===== src/rtl/serial_add_ctrl.sv =====
// Bit-serial adder sequencer: time-shares one external full-adder cell, LSB first, one bit per clock.
// Define TIME_REDUNDANCY_EN to add a second pass whose mismatch against the first raises err.
module serial_add_ctrl #(
   parameter int unsigned WIDTH = 8
) (
   input  logic             clk,
   input  logic             rst,
   input  logic             start,
   input  logic [WIDTH-1:0] a_in,
   input  logic [WIDTH-1:0] b_in,
   input  logic             cin_in,
   output logic             fa_a,
   output logic             fa_b,
   output logic             fa_cin,
   input  logic             fa_s,
   input  logic             fa_cout,
   output logic             busy,
   output logic             done,
   output logic [WIDTH-1:0] sum,
   output logic             cout,
   output logic             err
);

   localparam int unsigned   IW   = $clog2(WIDTH);
   localparam logic [IW-1:0] LAST = IW'(WIDTH - 1);

`ifdef TIME_REDUNDANCY_EN
   typedef enum logic [1:0] {IDLE, PASS1, PASS2, DONE} state_t;
`else
   typedef enum logic [1:0] {IDLE, PASS1, DONE} state_t;
`endif

   state_t           state;
   logic [WIDTH-1:0] a_q;
   logic [WIDTH-1:0] b_q;
   logic             carry_q;
   logic [IW-1:0]    idx;
   logic [WIDTH-1:0] shadow;
   logic [WIDTH-1:0] word_last;
`ifdef TIME_REDUNDANCY_EN
   logic             cin_q;
   logic [WIDTH-1:0] r1;
   logic             c1;
`endif

   // The last bit is captured at the same edge that leaves the pass, so fold it in here.
   assign word_last = {fa_s, shadow[WIDTH-2:0]};

   always_comb begin
      fa_a   = 1'b0;
      fa_b   = 1'b0;
      fa_cin = 1'b0;
      if (busy) begin
         fa_a   = a_q[idx];
         fa_b   = b_q[idx];
         fa_cin = carry_q;
      end
   end

   always_ff @(posedge clk) begin
      if (rst) begin
         state   <= IDLE;
         a_q     <= '0;
         b_q     <= '0;
         carry_q <= 1'b0;
         idx     <= '0;
         shadow  <= '0;
         sum     <= '0;
         cout    <= 1'b0;
         err     <= 1'b0;
         busy    <= 1'b0;
         done    <= 1'b0;
`ifdef TIME_REDUNDANCY_EN
         cin_q   <= 1'b0;
         r1      <= '0;
         c1      <= 1'b0;
`endif
      end else begin
         done <= 1'b0;
         case (state)
            IDLE: begin
               if (start) begin
                  a_q     <= a_in;
                  b_q     <= b_in;
                  carry_q <= cin_in;
                  idx     <= '0;
                  err     <= 1'b0;
                  busy    <= 1'b1;
                  state   <= PASS1;
`ifdef TIME_REDUNDANCY_EN
                  cin_q   <= cin_in;
`endif
               end
            end
            PASS1: begin
               shadow[idx] <= fa_s;
               carry_q     <= fa_cout;
               idx         <= idx + 1'b1;
               if (idx == LAST) begin
                  idx <= '0;
`ifdef TIME_REDUNDANCY_EN
                  r1      <= word_last;
                  c1      <= fa_cout;
                  carry_q <= cin_q;
                  state   <= PASS2;
`else
                  sum   <= word_last;
                  cout  <= fa_cout;
                  busy  <= 1'b0;
                  done  <= 1'b1;
                  state <= DONE;
`endif
               end
            end
`ifdef TIME_REDUNDANCY_EN
            PASS2: begin
               shadow[idx] <= fa_s;
               carry_q     <= fa_cout;
               idx         <= idx + 1'b1;
               if (idx == LAST) begin
                  idx   <= '0;
                  sum   <= r1;
                  cout  <= c1;
                  err   <= ({fa_cout, word_last} != {c1, r1});
                  busy  <= 1'b0;
                  done  <= 1'b1;
                  state <= DONE;
               end
            end
`endif
            DONE:    state <= IDLE;
            default: state <= IDLE;
         endcase
      end
   end

endmodule


===== config.mk =====
export PLATFORM = sky130hd
export DESIGN_NAME = serial_add_ctrl
export DESIGN_NICKNAME = d
export VERILOG_FILES = /design/src/rtl/serial_add_ctrl.sv
export SDC_FILE = /design/constraint.sdc
export NUM_CORES = 1
export LEC_CHECK = 0
export CORE_MARGIN = 3
export CORE_UTILIZATION = 30
export DETAILED_ROUTE_END_ITERATION = 10
export GPL_TIMING_DRIVEN = 0
export PLACE_DENSITY = 0.62
export SYNTH_ARGS = -nofsm -noshare
export SYNTH_HDL_FRONTEND = slang
export SYNTH_SLANG_ARGS = --single-unit

===== constraint.sdc =====
create_clock -name clk -period 1.3 [get_ports clk]
set_input_delay 0.26 -clock clk [delete_from_list [all_inputs] [get_ports clk]]
set_output_delay 0.26 -clock clk [all_outputs]
set_load 0.01 [all_outputs]

== Yosys cells after proc, flatten, opt, wreduce, memory -nomap -nowiden ==
Cells that the tools add are included.
Widths: inputs -> output; s select.
Word-level totals
  memories: 0
  memory bits (read-only): 0
  output and inout bits: 15
  bits in registers: 41
  word-level logic and storage cells: 49
  bits of input ports: 22
  bits in latches: 0
  bits in writable memories: 0
Cells by class
  shift-type cells: 0
  div/mod/pow operators: 0
  reduce and logical (&&, ||, !) cells: 9
  $add $sub $neg: 1
  magnitude comparators: 2
  bitwise logic cells: 1
  equal/unequal tests: 4
  multiply operators: 0
  muxes and demuxes: 22
Operators by type and width (number)
  $mux 1: 10
  $bwmux 8: 1
  $reduce_and 2->1: 4
  $bmux 1 s3: 2
  $mux 3: 2
  $pmux 3 s2: 1
  $lt 3x4->1 const B: 1
  $mux 2: 2
  $ne 2x2->1 const B: 2
  $pmux 1 s2: 2
  $pmux 2 s2: 1
  $add 3x1->3 const B: 1
  $demux 1 s3: 1
  $eq 3x3->1 const B: 1
  $ge 3x1->1 const B: 1
  $reduce_and 3->1: 1
  $eq 2x1->1 const B: 1
  $logic_not 2->1: 1
  $reduce_bool 2->1: 1
  $reduce_or 2->1: 1
  $logic_and 1x1->1: 1
  $not 1->1: 1

== Logic depth before layout (Yosys ltp) ==
Gate-level depths: netlist of the first run.
  word-level depth: 5
  depth in mapped cells: 7

== Worst setup path after synthesis of the first run ==
No wires, ideal clock.
  kind: register -> output
  start point: register idx[0]
  end point: output port fa_a
  data arrival time: 1.124 ns
  buffers on the path: 1
  stages on the path, launching flop included: 6
  path slack: -0.084 ns
  cell sequence: dfxtp_1 buf_2 inv_1 o21ai_0 a21oi_1 o31a_1
Between the ends
  word-level cells in the longest chain between the ends: 3
Ends and longest elaborated chain
  start, declared: RTL line 37  | logic [IW-1:0] idx;
  start signal, assigned: RTL line 98  | idx <= idx + 1'b1;
  $bmux 1 s3: RTL line 54  | fa_a = a_q[idx];
  $mux 1 (not written as such): RTL line 54
  $mux 1: RTL line 53  | if (busy) begin
  end, declared: RTL line 12  | output logic fa_a,
No other way between the ends. The select of a mux whose other input is x is not followed.

== Worst setup path in the final report of the first run ==
  start point: register idx[0]
  end point: output port fa_b
Between the ends
  word-level cells in the longest chain between the ends: 3
Ends and longest elaborated chain
  $bmux 1 s3: RTL line 55  | fa_b = b_q[idx];
  $mux 1 (not written as such): RTL line 55
  $mux 1: RTL line 53
  end, declared: RTL line 13  | output logic fa_b,
No other way between the ends. The select of a mux whose other input is x is not followed.

==> results of run 1 <==
metrics by stage:
stage | instance area (um^2) | power (mW) | worst slack (ps) | hold WS (ps)
2_1_floorplan | 1730 | 1.47 | -6.35 | 345
3_3_place_gp | 2150 | 1.59 | -648 | 444
3_5_place_dp | 2150 | 1.59 | -652 | 449
4_1_cts | 2420 | 2.49 | -466 | 355
5_1_grt | 2490 | 2.59 | -532 | 380
6_report | 2490 | 2.49 | -464 | 359
routing by layer:
metal	share of wire [%]	GRT usage, %	vias to the layer above
met5	0	0	-
met4	1.5	5.07	0
met3	4.7	3.66	5
met2	49	24.5	35
met1	44	17.4	720
li1	-	-	806
power by group through the flow:
stage | Combinational [mW] | Clock [mW] | Sequential [mW]
after floorplan | 0.160 | 0 | 1.31
after global placement | 0.269 | 0 | 1.32
after detailed placement | 0.273 | 0 | 1.32
after CTS | 0.328 | 0.876 | 1.29
after global routing | 0.384 | 0.916 | 1.29
final | 0.346 | 0.852 | 1.29
cells in the final DEF, fill, tap and decap left out, types with 2 or more instances in the layout:
cell type | synthesis | layout
a22oi_1 | 3 | 3
buf_4 | 4 | 16
buf_6 | 0 | 11
nand3b_1 | 2 | 2
clkbuf_8 | 0 | 6
clkbuf_1 | 6 | 3
clkdlybuf4s50_1 | 0 | 19
nand4b_1 | 2 | 2
nand2_1 | 56 | 54
o31a_1 | 2 | 2
nand3_1 | 5 | 4
clkbuf_2 | 0 | 2
dlygate4sd2_1 | 0 | 11
mux2i_1 | 11 | 11
dfxtp_1 | 40 | 33
buf_2 | 7 | 2
dfxtp_2 | 0 | 4
nor2_4 | 0 | 2
inv_1 | 3 | 2
a21oi_2 | 0 | 5
ha_2 | 0 | 2
dfxtp_4 | 0 | 3
and2_4 | 0 | 2
nor2b_1 | 2 | 2
nor2_1 | 13 | 12
a21oi_1 | 31 | 26
clkinv_2 | 0 | 2
cell families after synthesis:
kind of cell	Yosys count	share of synthesized area [%]
buffers and inverters	20	5.83
muxes	11	6.50
AOI/OAI and AO/OA	43	14.6
DFF	40	47.3
other	1	0.221
and+or+nand+nor	91	24.2
adders and majority gates	2	1.48
timing repair:
item / CTS / global route
gates resized for setup: 54 / 19
cloned: 3 / 1
hold buffers: 0 / 0
endpoints found under the setup margin: 44 / 40
pin swaps: 8 / 4
setup buffers: 13 / 2
critical path: stages (launching register included):
cell,delay (ps)
dfxtp_2,340
buf_6,120
clkinvlp_4,120
buf_6,140
nand3_2,50
a21oi_2,50
o31a_1,250
buf_2,140
registers in the layout, indices dropped and copies added, names as in the netlist, 2 cells and up:
| name | count |
|---|---|
| shadow | 7 |
| idx | 3 |
| sum | 8 |
| b_q | 8 |
| a_q | 8 |
| state | 2 |
area by class of cell:
type	count	share of cell area (%)
multi-input cells	150	35.9
flip-flops and latches	40	32.8
repair buffers	51	18.4
plain buffers	15	5.03
well taps	70	3.52
clock buffers	6	3.32
inverters	3	0.603
clock inverters	2	0.402
worst max-delay path by stage:
stage / start / to / slack [ps]
final: idx[0] / fa_b / -460
after global routing: idx[0] / fa_b / -530
after CTS: idx[0] / fa_b / -470
after detailed placement: idx[2] / fa_b / -650
after global placement: idx[2] / fa_b / -650
after floorplan: state[0] / shadow[5] / -6
==> impl_metrics.tcl, run 1 <==
set metrics [dict create \
    status "finished with violations" \
    violations "negative setup slack" \
    crit_path_start_kind "flip-flop" \
    final_nets 290 \
    worstReg2RegStart "idx[0]" \
    synth_top_cells_by_area "dfxtp_1, nand2_1, a21oi_1" \
    final_util_pct 47.2 \
    routed_via_density 4.65 \
    yosysWarnings 0 \
    cts_tree "built" \
    start_util_pct 32.1 \
    maxSlewHeadroom_pct 64.6 \
    row_count 26 \
    htreeDepth 2 \
    wl_per_cell_um 12.8 \
    path_class "reg -> out" \
    power_switching_uw 614 \
    period_share_pct 136 \
    maxSlewViolCount 0 \
    ys_types 32 \
    arrival_ps 1500 \
    required_ps 1040 \
    synth.avg_cell_area_um2 8.14 \
    synth_edf_count 0 \
    power.share.clock_pct 34.3 \
    switching_share_pct 24.7 \
    drt_first_pass_iters 4 \
    io_buffers 34 \
    setup_viol 10 \
    min_path_type "in -> reg" \
    multi_input_area_um2 895 \
    clock_latency_ps 290 \
    ys_seq_area_share_pct 47.3 \
    synth_area_um2 1690 \
    cellLeakagePower_nw 1.02 \
    first_global_vias 1557 \
    grt_pass1_wl_um 7130 \
    ys.flop_type "dfxtp_1" \
    crit_fanout 5 \
    fin_tns_setup_ps -1280 \
    final-instance-count-excl-fill 337 \
    path_clk_slew_ps 80 \
    die_width_um 81.1 \
    min_to "sum[7]" \
    drc 0 \
    numCtsBuffers 5 \
    antennaDiodeCount 0 \
    tightest_slew_ps 531 \
    layout-drive-gt1-share_pct 25.8 \
    rsz0062_at_grt "yes" \
    skew_ps 8.27 \
    synth.net_count 232 \
    fillers 553 \
    antenna_found_initial 0 \
    synth_top_area_share_pct 47.3 \
    core_um2 5270 \
    ff_latch_area_um2 817 \
    timing.fmax_ghz 0.567 \
    ir_worst_vdd_mv 0.542 \
    end_kind "primary output" \
    period_needed_ps 1760 \
    yosysMostFrequentCell "nand2_1" \
    clk_path_buf_depth 2 \
    ys_ff_latch 40 \
    async_flop_share_pct 0 \
    drt-total-wl_um 4320 \
    p_int_mw 1.87 \
    dpl.hpwl_um 2860 \
    syn_inst 208 \
    ioPinCount 37 \
    reg2reg_slack_ps -260 \
    cts-root-buf "clkbuf_8" \
    power_density_nw_per_um2 999 \
    grt_overflow_total 0 \
    place_congestion 0.811 \
    synth_top_cell_by_area "dfxtp_1" \
    worstHoldStart "fa_s" \
    vias 1566 \
    drv_cap 0 \
    pwr-share-comb_pct 13.9 \
    whs_path_depth 3 \
    ys_top_cells_by_count "nand2_1, dfxtp_1, a21oi_1" \
    seq_power_share_pct 51.8 \
    timing.final.hold_violations 0 \
    rr_worst_depth 7 \
    dieArea_um2 6580 \
    r2r-end "shadow[5]" \
    setup_slack_ps -464 \
    grt_start_max_net_pins 17 \
    die_h_um 81.1 \
    track_usage_pct 14.3 \
    cts.sinks 40 \
    synthToLayoutAreaGrowth_pct 46.9 \
    place_inst 312 \
    detail-route-antenna-nets 0 \
    drtIter0Drc 84 \
]
No activity file was read; power rests on OpenSTA's default activity.
==> inputs of run 2 (changes only) <==
Settings changed: TNS_END_PERCENT from default to 10.
==> run 2 against run 1 <==
Against the previous run: the flow still finishes with violations (negative setup slack); cell area shrank 4.4%; first-iteration DRC count shrank 31%; via count shrank 2.0%; global-route usage shrank 0.14 points; die area is the same; clock power grew 1%; count of clock-buffer cells in the layout grew 2; core utilization shrank 2.1 points; hold slack gained 4.6 ps; routed wire length shrank 1.2%; combinational power shrank 9.2%; setup slack lost 31 ps; critical path type unchanged; critical endpoint is now fa_a; largest cell class unchanged.
==> impl_metrics.tcl, run 2 (synthesis gave the netlist of run 1 again) <==
set metrics [dict create \
    cts_tree "built" \
    crit_fanout 4 \
    status "finished with violations" \
    io_buffers 34 \
    core_um2 5270 \
    arrival_ps 1540 \
    wl_per_cell_um 13.0 \
    grt_overflow_total 0 \
    timing.fmax_ghz 0.557 \
    maxSlewHeadroom_pct 65.3 \
    largestRegisters "a_q (8), b_q (8), sum (8)" \
    rsz0062_at_grt "yes" \
    drtIter0Drc 58 \
    clock_latency_ps 300 \
    drt_first_pass_iters 4 \
    slowest_stage "dfxtp_2" \
    setup_slack_ps -496 \
    pwr-share-comb_pct 12.7 \
    path_class "reg -> out" \
    maxSlewViolCount 0 \
    grt_pass1_wl_um 7110 \
    seq_power_share_pct 52.3 \
    antennaDiodeCount 0 \
    p_int_mw 1.86 \
    ir_worst_vdd_mv 0.491 \
    whs_path_depth 3 \
    switching_share_pct 24.5 \
    skew_ps 9.14 \
    hold_ws_ps 364 \
    htreeDepth 2 \
    ioPinCount 37 \
    detail-route-antenna-nets 0 \
    power_density_nw_per_um2 1040 \
    cp_cell_sequence "buf_6 > clkinvlp_4 > o21ai_1 > a21oi_1 > o31a_1 > buf_2" \
    track_usage_pct 14.2 \
    setup_viol 23 \
    tightest_slew_ps 521 \
    final_nets 281 \
    grt_start_max_net_pins 12 \
    period_needed_ps 1800 \
    fillers 567 \
    layout-drive-gt1-share_pct 20.5 \
    period_share_pct 138 \
    drt-total-wl_um 4260 \
    first_global_vias 1481 \
    start_util_pct 32.1 \
    min_path_type "in -> reg" \
    dpl.hpwl_um 2820 \
    clk_path_buf_depth 2 \
    final_util_pct 45.2 \
    final_cell_mix "nand2_1, dfxtp_1, a21oi_1" \
    total_power_mw 2.47 \
    power.share.clock_pct 35.0 \
    violations "negative setup slack" \
    vias 1534 \
    routed_via_density 4.68 \
    cts-root-buf "clkbuf_8" \
    antenna_found_initial 0 \
    cellLeakagePower_nw 0.948 \
    dieArea_um2 6580 \
    rr_worst_depth 8 \
    cts.sinks 40 \
    crit_path_start_kind "flip-flop" \
    die_h_um 81.1 \
    pre_cts_ws_ps -662 \
    drc 0 \
    numCtsBuffers 5 \
    power_switching_uw 604 \
    row_count 26 \
    end_kind "primary output" \
    drv_cap 0 \
    place_congestion 0.784 \
    timing.final.hold_violations 0 \
    required_ps 1040 \
    final_common_cell "nand2_1" \
    die_width_um 81.1 \
    synthToLayoutAreaGrowth_pct 40.5 \
    cp_slowest_stage_delay_ps 340 \
    path_clk_slew_ps 80 \
]
-- run 2: cell type report --
cell class,instances,area [um^2],area share (%)
multi-input combinational,148,857,36.0
sequential,40,813,34.2
inverter,3,15.0,0.631
clock buffer,8,90.1,3.79
buffer,17,139,5.84
timing repair buffer,42,378,15.9
tap,70,87.6,3.68
-- run 2: power by group through the flow --
stage	Sequential (mW)	Clock, mW	Combinational (mW)
after detailed placement	1.32	0	0.271
after global routing	1.29	0.941	0.344
final	1.29	0.864	0.314
after global placement	1.32	0	0.269
after floorplan	1.31	0	0.159
after CTS	1.29	0.878	0.311
-- run 2: through the flow --
stage / setup TNS [ps] / cell area (um^2) / std cells
2_1_floorplan: -17.5 / 1720 / 208
3_3_place_gp: -15260 / 2150 / 312
3_5_place_dp: -15100 / 2150 / 312
4_1_cts: -1560 / 2360 / 327
5_1_grt: -3820 / 2380 / 328
6_report: -1880 / 2380 / 328
-- run 2: per-layer routing --
layer / share of wire (%) / track usage, %
met5: 0 / 0
met4: 1.4 / 6.59
met3: 4.7 / 3.10
met2: 49 / 24.1
met1: 45 / 16.9
-- run 2: path summary, 6_finish.rpt --
check / start / endpoint / slack, ps
max: idx[0] / fa_a / -500
min: fa_s / shadow[0] / 360
max reg2reg: idx[0] / shadow[5] / -340
min reg2reg: sum[3] / sum[3] / 450
-- run 2: worst max-delay path: cells and delay by family (launching register included) --
kind,cells,cell delay [ps]
flip-flops,1,340
AO/OA/AOI/OAI,3,520
buffers and inverters,3,380
-- run 2: timing repair --
| action | in CTS | in global routing |
|---|---|---|
| setup buffers | 7 | 1 |
| setup endpoints to repair | 44 | 29 |
| hold buffers | 0 | 0 |
| gates resized for setup | 54 | 6 |
| pin swaps | 7 | 6 |
